File: src/rtl/uart_tx_pkg.sv
// ============================================================================
// Module   : uart_tx_pkg
// Brief    : Shared types and constants for the UART transmit frame path.
// Revision : 1.0 - initial release
// ============================================================================
`default_nettype none

package uart_tx_pkg;

    typedef enum logic [2:0] {
        IDLE   = 3'd0,
        START  = 3'd1,
        DATA   = 3'd2,
        PARITY = 3'd3,
        STOP   = 3'd4
    } tx_state_e;

    localparam int   MIN_PRESCALE = 4;
    localparam logic PAR_EVEN     = 1'b0;
    localparam logic PAR_ODD      = 1'b1;

endpackage : uart_tx_pkg

`default_nettype wire

File: src/rtl/uart_tx_parity.sv
// ============================================================================
// Module   : uart_tx_parity
// Brief    : Combinational even/odd parity generator for one payload word.
// Revision : 1.0 - initial release
// ============================================================================
`default_nettype none

module uart_tx_parity
    import uart_tx_pkg::*;
#(
    parameter int DATA_WIDTH = 8
) (
    input  logic [DATA_WIDTH-1:0] data_i,
    input  logic                  par_typ_i,
    output logic                  par_o
);

    always_comb begin
        par_o = ^data_i;
        case (par_typ_i)
            PAR_EVEN: par_o = ^data_i;
            PAR_ODD:  par_o = ~(^data_i);
            default:  par_o = ^data_i;
        endcase
    end

endmodule : uart_tx_parity

`default_nettype wire

File: src/rtl/uart_tx_frame.sv
// ============================================================================
// Module   : uart_tx_frame
// Brief    : UART transmitter: start, LSB-first data, optional parity, stop.
//            Define UART_TX_TWO_STOP_EN for two stop bits.
// Revision : 1.0 - initial release
// ============================================================================
`default_nettype none

module uart_tx_frame
    import uart_tx_pkg::*;
#(
    parameter int DATA_WIDTH     = 8,
    parameter int PRESCALE_WIDTH = 6
) (
    input  logic                      CLK_TX,
    input  logic                      RST_TX,
    input  logic [DATA_WIDTH-1:0]     P_DATA,
    input  logic                      DATA_VALID,
    input  logic                      PAR_EN,
    input  logic                      PAR_TYP,
    input  logic [PRESCALE_WIDTH-1:0] prescale,
    output logic                      TX_OUT,
    output logic                      busy
);

    localparam int BCW = (DATA_WIDTH > 1) ? $clog2(DATA_WIDTH) : 1;

    tx_state_e                 state_q, state_d;
    logic [PRESCALE_WIDTH-1:0] edge_cnt_q, edge_cnt_d;
    logic [BCW-1:0]            bit_cnt_q, bit_cnt_d;
    logic [DATA_WIDTH-1:0]     data_s_q, data_s_d;
    logic                      par_en_s_q, par_en_s_d;
    logic                      par_typ_s_q, par_typ_s_d;
    logic                      par_bit_q, par_bit_d;
    logic [PRESCALE_WIDTH-1:0] prescale_s_q, prescale_s_d;
    logic                      tx_q, tx_d;
    logic                      busy_q, busy_d;

    logic                      w_par;
    logic [PRESCALE_WIDTH-1:0] w_prescale_eff;
    logic                      w_bit_end;
    logic [BCW-1:0]            w_bit_nxt;

    uart_tx_parity #(
        .DATA_WIDTH (DATA_WIDTH)
    ) u_parity (
        .data_i    (P_DATA),
        .par_typ_i (PAR_TYP),
        .par_o     (w_par)
    );

    // Very short bit periods are stretched so the receiver can still sample mid-bit.
    assign w_prescale_eff = (prescale < PRESCALE_WIDTH'(MIN_PRESCALE)) ?
                            PRESCALE_WIDTH'(MIN_PRESCALE) : prescale;
    assign w_bit_end      = (edge_cnt_q == (prescale_s_q - PRESCALE_WIDTH'(1)));
    assign w_bit_nxt      = bit_cnt_q + BCW'(1);

    always_comb begin
        state_d      = state_q;
        edge_cnt_d   = edge_cnt_q;
        bit_cnt_d    = bit_cnt_q;
        data_s_d     = data_s_q;
        par_en_s_d   = par_en_s_q;
        par_typ_s_d  = par_typ_s_q;
        par_bit_d    = par_bit_q;
        prescale_s_d = prescale_s_q;
        tx_d         = tx_q;
        busy_d       = busy_q;

        if (state_q != IDLE) begin
            edge_cnt_d = w_bit_end ? '0 : edge_cnt_q + PRESCALE_WIDTH'(1);
        end

        case (state_q)
            IDLE: begin
                tx_d   = 1'b1;
                busy_d = 1'b0;
                if (DATA_VALID) begin
                    data_s_d     = P_DATA;
                    par_en_s_d   = PAR_EN;
                    par_typ_s_d  = PAR_TYP;
                    par_bit_d    = w_par;
                    prescale_s_d = w_prescale_eff;
                    state_d      = START;
                    tx_d         = 1'b0;
                    busy_d       = 1'b1;
                    edge_cnt_d   = '0;
                    bit_cnt_d    = '0;
                end
            end
            START: begin
                if (w_bit_end) begin
                    state_d   = DATA;
                    bit_cnt_d = '0;
                    tx_d      = data_s_q[0];
                end
            end
            DATA: begin
                if (w_bit_end) begin
                    if (bit_cnt_q == BCW'(DATA_WIDTH - 1)) begin
                        bit_cnt_d = '0;
                        if (par_en_s_q) begin
                            state_d = PARITY;
                            tx_d    = par_bit_q;
                        end else begin
                            state_d = STOP;
                            tx_d    = 1'b1;
                        end
                    end else begin
                        bit_cnt_d = w_bit_nxt;
                        tx_d      = data_s_q[w_bit_nxt];
                    end
                end
            end
            PARITY: begin
                if (w_bit_end) begin
                    state_d   = STOP;
                    bit_cnt_d = '0;
                    tx_d      = 1'b1;
                end
            end
            STOP: begin
                tx_d = 1'b1;
                if (w_bit_end) begin
`ifdef UART_TX_TWO_STOP_EN
                    if (bit_cnt_q == '0) begin
                        bit_cnt_d = BCW'(1);
                    end else begin
                        state_d = IDLE;
                        busy_d  = 1'b0;
                    end
`else
                    state_d = IDLE;
                    busy_d  = 1'b0;
`endif
                end
            end
            default: begin
                state_d = IDLE;
                tx_d    = 1'b1;
                busy_d  = 1'b0;
            end
        endcase
    end

    always_ff @(posedge CLK_TX or negedge RST_TX) begin
        if (!RST_TX) begin
            state_q      <= IDLE;
            edge_cnt_q   <= '0;
            bit_cnt_q    <= '0;
            data_s_q     <= '0;
            par_en_s_q   <= 1'b0;
            par_typ_s_q  <= 1'b0;
            par_bit_q    <= 1'b0;
            prescale_s_q <= '0;
            tx_q         <= 1'b1;
            busy_q       <= 1'b0;
        end else begin
            state_q      <= state_d;
            edge_cnt_q   <= edge_cnt_d;
            bit_cnt_q    <= bit_cnt_d;
            data_s_q     <= data_s_d;
            par_en_s_q   <= par_en_s_d;
            par_typ_s_q  <= par_typ_s_d;
            par_bit_q    <= par_bit_d;
            prescale_s_q <= prescale_s_d;
            tx_q         <= tx_d;
            busy_q       <= busy_d;
        end
    end

    assign TX_OUT = tx_q;
    assign busy   = busy_q;

endmodule : uart_tx_frame

`default_nettype wire

File: config.mk
export PLATFORM = sky130hd
export DESIGN_NAME = uart_tx_frame
export DESIGN_NICKNAME = d
export VERILOG_FILES = /design/src/rtl/uart_tx_pkg.sv /design/src/rtl/uart_tx_parity.sv /design/src/rtl/uart_tx_frame.sv
export SDC_FILE = /design/constraint.sdc
export NUM_CORES = 1
export LEC_CHECK = 0
export ABC_AREA = 0
export BUFFER_PORTS_ARGS = -buffer_cell sky130_fd_sc_hd__buf_4
export CORE_MARGIN = 5
export CORE_UTILIZATION = 52
export DETAILED_ROUTE_END_ITERATION = 10
export GPL_ROUTABILITY_DRIVEN = 0
export GPL_TIMING_DRIVEN = 0
export PLACE_DENSITY = 0.77
export SLEW_MARGIN = 30
export SYNTH_ARGS = -nofsm -noshare
export SYNTH_HDL_FRONTEND = slang
export SYNTH_SLANG_ARGS = --single-unit
File: constraint.sdc
create_clock -name CLK_TX -period 1.9 [get_ports CLK_TX]
set_input_delay 0.38 -clock CLK_TX [delete_from_list [all_inputs] [get_ports CLK_TX]]
set_output_delay 0.38 -clock CLK_TX [all_outputs]
set_load 0.01 [all_outputs]
# Yosys cells after proc, flatten, opt, wreduce, memory -nomap -nowiden
# Index checks and enable logic that the tools add are counted.
dict set report totals {
  n_memories 0
  input_bits 19
  out_inout_bits 2
  romBits 0
  mem_bits_rw 0
  wordCells 71
  latchBits 0
  regBits 30
}
dict set report classes {
  n_mux 30
  shifts 0
  div_mod_pow 0
  reduce_logical 11
  eq_ne 13
  n_mul 0
  order_cmp 2
  addsub 3
  bitwise_logic 3
}
# operator count
set ops {}
lappend ops {{$mux W3} 10}
lappend ops {{$mux W6} 5}
lappend ops {{$pmux W3 S5} 1}
lappend ops {{$ne A2 B2 Y1 const B} 6}
lappend ops {{$mux W1} 9}
lappend ops {{$pmux W3 S3} 1}
lappend ops {{$reduce_xor A8 Y1} 1}
lappend ops {{$add A6 B1 Y6 const B} 1}
lappend ops {{$eq A3 B2 Y1 const B} 2}
lappend ops {{$eq A3 B3 Y1 const B} 2}
lappend ops {{$eq A6 B6 Y1} 1}
lappend ops {{$lt A6 B3 Y1 const B} 1}
lappend ops {{$reduce_and A6 Y1} 1}
lappend ops {{$reduce_bool A3 Y1} 2}
lappend ops {{$sub A6 B1 Y6 const B} 1}
lappend ops {{$lt A3 B4 Y1 const B} 1}
lappend ops {{$pmux W1 S4} 1}
lappend ops {{$reduce_and A2 Y1} 2}
lappend ops {{$reduce_and A4 Y1} 1}
lappend ops {{$add A3 B1 Y3 const B} 1}
lappend ops {{$bmux W1 S3} 1}
lappend ops {{$eq A3 B1 Y1 const B} 1}
lappend ops {{$logic_not A3 Y1} 1}
lappend ops {{$not A1 Y1} 3}
lappend ops {{other kinds (6)} 6}

# Logic depth before layout (Yosys ltp)
# Gate-level depths: netlist (run 1).
dict set report logic_depth {
  word_depth 6
  mapped_depth 8
  mapped_depth_nobuf 7
}

# By module
# A second synthesis (run 1) with hierarchy kept.
dict set report hier_totals {
  hier_cells 168
  hier_area_um2 1791.7
}
# mod area_each_um2 seq_area_each_um2 cells_per_inst n_inst
set by_module_without_submodules {}
lappend by_module_without_submodules {uart_tx_frame 1709.1 752.0 161 1}
lappend by_module_without_submodules {uart_tx_parity 82.6 0.0 7 1}

# Worst setup path after synthesis (run 1)
# No wires, ideal clock.
dict set report synth_path {
  path_kind {register to register}
  from {reg bit_cnt_q[0]}
  to {reg tx_q, in the netlist TX_OUT}
  required_time_ns 1.810
  path_stages_with_launch 6
  n_path_buf 0
  path_slack_ns -0.015
  period_less_slack_ns 1.915
  arrival_ns 1.824
  setup_time_ns 0.090
  path_cell_list {dfrtp_1 > ha_1 > mux4_2 > mux2_2 > a211oi_1 > a22oi_1}
}
dict set report synth_via {
  elab_chain_cells 6
  elab_cells_between_ends 7
  cone_classes {add/sub (1); eq/ne (1); mux (5)}
}
# element line_no
set synth_rtl {}
lappend synth_rtl {{start, declared} uart_tx_frame.sv:30} ;# logic [BCW-1:0] bit_cnt_q, bit_cnt_d;
lappend synth_rtl {{start signal, assigned} uart_tx_frame.sv:161} ;# bit_cnt_q <= bit_cnt_d;
lappend synth_rtl {{$add A3 B1 Y3} uart_tx_frame.sv:56} ;# assign w_bit_nxt = bit_cnt_q + BCW'(1);
lappend synth_rtl {{$bmux W1 S3} uart_tx_frame.sv:111} ;# tx_d = data_s_q[w_bit_nxt];
lappend synth_rtl {{$mux W1 (not written as such)} uart_tx_frame.sv:111}
lappend synth_rtl {{$mux W1 *} uart_tx_frame.sv:100} ;# if (bit_cnt_q == BCW'(DATA_WIDTH - 1)) begin
lappend synth_rtl {{$mux W1 *} uart_tx_frame.sv:99} ;# if (w_bit_end) begin
lappend synth_rtl {{$pmux W1 S4 *} uart_tx_frame.sv:74} ;# case (state_q)
lappend synth_rtl {{end signal, assigned} uart_tx_frame.sv:167} ;# tx_q <= tx_d;
lappend synth_rtl {{end, declared} uart_tx_frame.sv:36} ;# logic tx_q, tx_d;
# Mark *: on every way between the ends. The rest lies on a longest branch, timed or not. The select of a mux whose other input is x is not followed.
# A chain may end at the register's enable or synchronous reset.

# Worst setup path in the final report (run 1)
# Ends and elaborated chain as after synthesis.

==> flow_summary.json, run 1 <==
{
  "synthCells": 178,
  "drc": 0,
  "reg2reg_to": "TX_OUT",
  "relSlewSlack_pct": 55.6,
  "cts.sinks": 30,
  "finalClockSkew_ps": 9.09,
  "crit_path_top_delay_cell": "mux4_2",
  "grt_pass1_vias": 1401,
  "cts-root-buf": "clkbuf_4",
  "synth_top_area_cell": "dfrtp_1",
  "core-area_um2": 3310,
  "cp_cell_sequence": "ha_4, mux4_2, mux2_4, a211oi_4, a22oi_2",
  "start_kind": "flip-flop",
  "synth.distinct_cells": 46,
  "power_uw": 1120,
  "die_height_um": 68.3,
  "yosysMostFrequentCell": "dfrtp_1",
  "synth_seq_area_share_pct": 42.5,
  "synth_top_cell_area_share_pct": 41.0,
  "reg2reg_slack_ps": -60,
  "dpl.hpwl_mm": 2.69,
  "worstHoldPathType": "primary input to flip-flop",
  "syn-cell-area_um2": 1770,
  "critPathRequiredTime_ps": 2160,
  "dr.pass1.iters": 4,
  "layout_min_cycle_time_ps": 1960,
  "routed_wirelength_mm": 3.87,
  "worstMarginPinSlew_ps": 661,
  "start_util_pct": 53.4,
  "synth_nets": 201,
  "cts_buffers": 5,
  "drt.antenna.violating_nets": 0,
  "finalCritPeriodShare_pct": 103,
  "nNetsFinal": 238,
  "cp.buffers_inverters": 0,
  "ys_ff_latch": 30,
  "leakagePower_uw": 0.000992,
  "htree_levels": 2,
  "slew_violations": 0,
  "yosysWarnings": 0,
  "io_pins": 21,
  "vias_per_cell": 5.65,
  "clock_path_buffers": 2,
  "placementRows": 21,
  "cp.arrival_ps": 2230,
  "grt_first_pass_wirelength_mm": 6.40,
  "area_growth_pct": 26.7,
  "violations": "negative setup slack",
  "critPathTopFamily": "multiplexers",
  "rsz0062_at_grt": "true",
  "path_class": "flip-flop to flip-flop",
  "clkLatencyLatePin_ps": 330,
  "max_stage_delay_ps": 490,
  "path_max_fanout": 3,
  "wire_per_inst_um": 14.8,
  "synth_edf_count": 0,
  "synth_common_cells": "29 x dfrtp_1, 19 x nand2_1, 13 x mux2_2",
  "antenna_found_initial": 0,
  "nFillCells": 269,
  "pwr_density_cell_nw_per_um2": 500,
  "grt.overflow.total": 0,
  "syn_area_per_cell_um2": 9.94,
  "num_antenna_cells": 0,
  "finalNonFillerCells": 262,
  "fp.dieW_um": 68.3,
  "hp-start": "PAR_EN",
  "max_cap_violations": 0,
  "yosys-top-cells-area": "dfrtp_1 41%, mux2_2 8.3%, xnor2_1 5.9%",
  "postSynth.asyncResetShare_pct": 100,
  "dp_slack_ps": -213,
  "end_kind": "flip-flop",
  "setup_slack_ps": -64.0,
  "max_freq_ghz": 0.509,
  "port_buffers": 20,
  "ff2ff_path_depth": 5,
  "clk_pin_slew_ps": 100,
  "status": "finished, violations left",
  "num_vias": 1479,
  "grt.total_usage_pct": 18.5,
  "whs_endpoint": "par_en_s_q",
  "rr_startpoint": "bit_cnt_q[0]",
  "ys.flop_type": "dfrtp_1",
  "drive_gt1_share_pct": 34.3,
  "die-area_um2": 4670,
  "place_inst": 244,
  "grt_max_degree": 31,
  "setup_viol": 2,
  "cts_tree": "built",
  "vdd_drop_max_mv": 0.524,
  "hold_violations": 0,
  "min_path_cells": 2,
  "drt_iter0_markers": 76
}
[cell usage in the layout, fill, tap and decap left out, drive strengths merged, types with 2 or more instances in the layout]
cell	instances
or3	2
nand4b	2
o211ai	4
inv	8
dfrtp	29
mux4	2
o21ai	10
o221ai	2
nor3	11
nand3	5
buf	33
ha	4
o311ai	2
mux2	13
or2	3
nand2b	3
nor2	9
a21oi	5
nor2b	2
nand2	19
xor2	3
xnor2	12
clkbuf	11
[cell families after synthesis]
logic type               share of synthesized area (%)
AO/OA/AOI/OAI                                     14.7
adder cells (fa/ha/maj)                           2.83
flip-flops                                        42.5
multiplexers                                      10.8
XOR/XNOR                                          7.43
AND/OR/NAND/NOR                                   18.2
buffers and inverters                             3.54
[where the power goes]
group          leakage [uW]  internal, uW  switching (uW)
Sequential         0.000383           638               0
Combinational      0.000573          45.7            36.7
Clock             0.0000353           179             222
Total              0.000992           863             259
[how the worst max path moves through the flow]
stage / start / endpoint / slack, ps / depth (start not counted)
after global routing: bit_cnt_q[0] / TX_OUT / -100 / 5
after CTS: prescale_s_q[1] / state_q[2] / -20 / 8
after global placement: prescale_s_q[0] / bit_cnt_q[2] / -180 / 8
final: bit_cnt_q[0] / TX_OUT / -60 / 5
after detailed placement: prescale_s_q[0] / bit_cnt_q[2] / -210 / 8
after floorplan: prescale_s_q[0] / bit_cnt_q[2] / 9 / 8
[final cells by class]
type,instances,area (um^2),share of cell area [%]
Multi-Input combinational cell,132,1060,47.4
Sequential cell,30,753,33.6
Timing Repair Buffer,31,243,10.8
Tap cell,46,57.6,2.57
Clock buffer,7,55.1,2.46
Buffer,7,36.3,1.62
Inverter,8,30.0,1.34
Clock inverter,1,5.00,0.223
[through the flow]
step | area (um^2) | util [%] | TNS (ps) | hold WS, ps
floorplan | 1780 | - | 0 | 84.4
global placement | 1990 | 60.2 | -1060 | 328
detailed placement | 1990 | 60.2 | -1460 | 330
CTS | 2130 | 64.2 | -33.0 | 286
global route | 2240 | 67.7 | -544 | 283
finish | 2240 | 67.7 | -66.0 | 290
[flip-flops by register name (all words and copies together) (netlist names)]
register,count
par_bit_q,1
par_en_s_q,1
edge_cnt_q,6
data_s_q,8
bit_cnt_q,3
busy,1
prescale_s_q,6
TX_OUT,1
state_q,3
[metal layers]
layer | track usage (%) | vias up | wire, um
met5 | 0 | - | 0
met4 | 7.69 | 0 | 55
met3 | 3.94 | 6 | 201
met2 | 30.4 | 59 | 1920
met1 | 23.4 | 696 | 1690
li1 | - | 718 | -
[repair_timing]
action / in CTS / in global routing
hold endpoints to repair: 29 / 0
gates cloned: 0 / 0
pin swaps: 3 / 8
hold buffers: 1 / 0
buffers inserted: 5 / 5
resized for setup: 10 / 21
setup endpoints to repair: 23 / 19
[worst reg2reg max path, delay by kind of cell, from the launching register on]
kind / cells / cell delay (ps)
flops: 1 / 440
mux: 2 / 780
compound gates: 2 / 380
fa+ha+maj: 1 / 300
Note: power is estimated with default switching activity, not from simulation.
==> run 2: changes to the inputs <==
--- a/config.mk
+++ b/config.mk
@@ -13,6 +13,7 @@
 export GPL_ROUTABILITY_DRIVEN = 0
 export GPL_TIMING_DRIVEN = 0
 export PLACE_DENSITY = 0.77
+export RECOVER_POWER = 25
 export SLEW_MARGIN = 30
 export SYNTH_ARGS = -nofsm -noshare
 export SYNTH_HDL_FRONTEND = slang
==> run 2 against run 1 <==
  * The run still ends with negative setup slack left
  * Worst hold slack did not move
  * Cell area fell by 0.11%
  * Clock-buffer cell count did not move
  * First-iteration DRC count did not move
  * Sequential power barely moved
  * Critical path type unchanged
==> flow_summary.json, run 2 (same netlist as run 1, synthesis figures left out) <==
{
  "relSlewSlack_pct": 51.7,
  "io_pins": 21,
  "wire_per_inst_um": 14.8,
  "critPathTopFamily": "multiplexers",
  "cts.sinks": 30,
  "pwr_density_cell_nw_per_um2": 500,
  "start_kind": "flip-flop",
  "end_kind": "flip-flop",
  "dpl.hpwl_mm": 2.69,
  "clock_path_buffers": 2,
  "cts_tree": "built",
  "final_common_cell": "buf_4",
  "die_height_um": 68.3,
  "regMostFlops": "data_s_q",
  "worstMarginPinSlew_ps": 725,
  "cts_buffers": 5,
  "path_class": "flip-flop to flip-flop",
  "crit_path_top_delay_cell": "mux4_2",
  "drt.antenna.violating_nets": 0,
  "worstHoldPathType": "primary input to flip-flop",
  "finalClockSkew_ps": 9.09,
  "routed_wirelength_mm": 3.87,
  "finalCritPeriodShare_pct": 103,
  "placementRows": 21,
  "num_antenna_cells": 0,
  "htree_levels": 2,
  "setup_slack_ps": -64.0,
  "p_int_uw": 862,
  "top_regs": "data_s_q: 8 flops, edge_cnt_q: 6 flops, prescale_s_q: 6 flops",
  "swShare_pct": 23.1,
  "start_util_pct": 53.4,
  "setup_tns_ps": -66.0,
  "nNetsFinal": 238,
  "dr.pass1.iters": 4,
  "cp_cell_sequence": "ha_4, mux4_2, mux2_4, a211oi_4, a22oi_2",
  "status": "finished, violations left",
  "clkLatencyLatePin_ps": 330,
  "port_buffers": 20,
  "max_cap_violations": 0,
  "clock_power_share_pct": 35.8,
  "grt_pass1_vias": 1401,
  "pwr-share-comb_pct": 7.3,
  "grt.total_usage_pct": 18.5,
  "grt.overflow.total": 0,
  "max_freq_ghz": 0.509,
  "path_max_fanout": 3,
  "layout_common_cells": "29 x buf_4, 28 x dfrtp_1, 19 x nand2_1",
  "place_inst": 244,
  "hold_violations": 0,
  "core-area_um2": 3310,
  "setup_viol": 2,
  "grt_first_pass_wirelength_mm": 6.40,
  "cts-root-buf": "clkbuf_4",
  "die-area_um2": 4670,
  "layout_min_cycle_time_ps": 1960,
  "worst_hold_slack_ps": 290,
  "drc": 0,
  "violations": "negative setup slack",
  "num_vias": 1479,
  "cp.buffers_inverters": 0,
  "critPathRequiredTime_ps": 2160,
  "max_stage_delay_ps": 490,
  "p_sw_uw": 259,
  "grt_max_degree": 31,
  "finalNonFillerCells": 262,
  "drive_gt1_share_pct": 34.3,
  "vias_per_cell": 5.65,
  "seqPwrFrac_pct": 56.9,
  "largest_reg_flops": 8,
  "cp.arrival_ps": 2230,
  "antenna_found_initial": 0,
  "fp.dieW_um": 68.3,
  "clk_pin_slew_ps": 100,
  "rsz0062_at_grt": "true",
  "slew_violations": 0,
  "drt_iter0_markers": 76,
  "vdd_drop_max_mv": 0.524,
  "leakagePower_uw": 0.000991,
  "area_growth_pct": 26.6
}
[run 2: cell types whose count changed in the layout (fill, tap and decap cells not counted), sizes merged]
cell and change:
clkbuf +1, buf -1
[run 2: through the flow]
step,worst slack (ps),instance area [um^2],power [uW],utilization (%)
after global placement,-179,1990,731,60.2
after floorplan,8.72,1780,683,-
final,-64.0,2240,1120,67.6
after CTS,-20.6,2130,1130,64.2
after global routing,-104,2240,1160,67.6
after detailed placement,-213,1990,733,60.2
[run 2: repair_timing]
action / 4_1_cts / 5_1_grt
endpoints found under the setup margin: 23 / 19
resized for setup: 10 / 21
buffers inserted: 5 / 5
hold buffers: 1 / 0
pin swaps: 3 / 8
hold endpoints to repair: 29 / 0
[run 2: cell type report]
class / count / area, um^2
Fill cell: 270 / 1070
Multi-Input combinational cell: 132 / 1060
Sequential cell: 30 / 753
Timing Repair Buffer: 31 / 240
Tap cell: 46 / 57.6
Clock buffer: 7 / 55.1
Buffer: 7 / 36.3
Inverter: 8 / 30.0
Clock inverter: 1 / 5.00
[run 2: worst paths after layout]
path	from	end	slack (ps)	cells after the start
min in group asynchronous	RST_TX	state_q[0]	630	2
setup reg to reg	bit_cnt_q[0]	TX_OUT	-60	5
hold reg to reg	par_bit_q	par_bit_q	480	2
setup / recovery	bit_cnt_q[0]	TX_OUT	-60	5
max in group asynchronous	RST_TX	bit_cnt_q[0]	770	2
hold / removal	PAR_EN	par_en_s_q	290	2
[run 2: power groups by stage]
stage	Sequential [uW]	Clock, uW	Combinational (uW)
after detailed placement	651	0	82.2
after global placement	651	0	80.0
final	638	401	81.7
after floorplan	651	0	31.9
after CTS	638	406	84.0
after global routing	638	435	91.2
[run 2: metal layers]
metal  track usage (%)  wire length [um]
met5                 0                 0
met4              7.69                55
met2              30.4              1920
met3              3.94               201
met1              23.4              1690
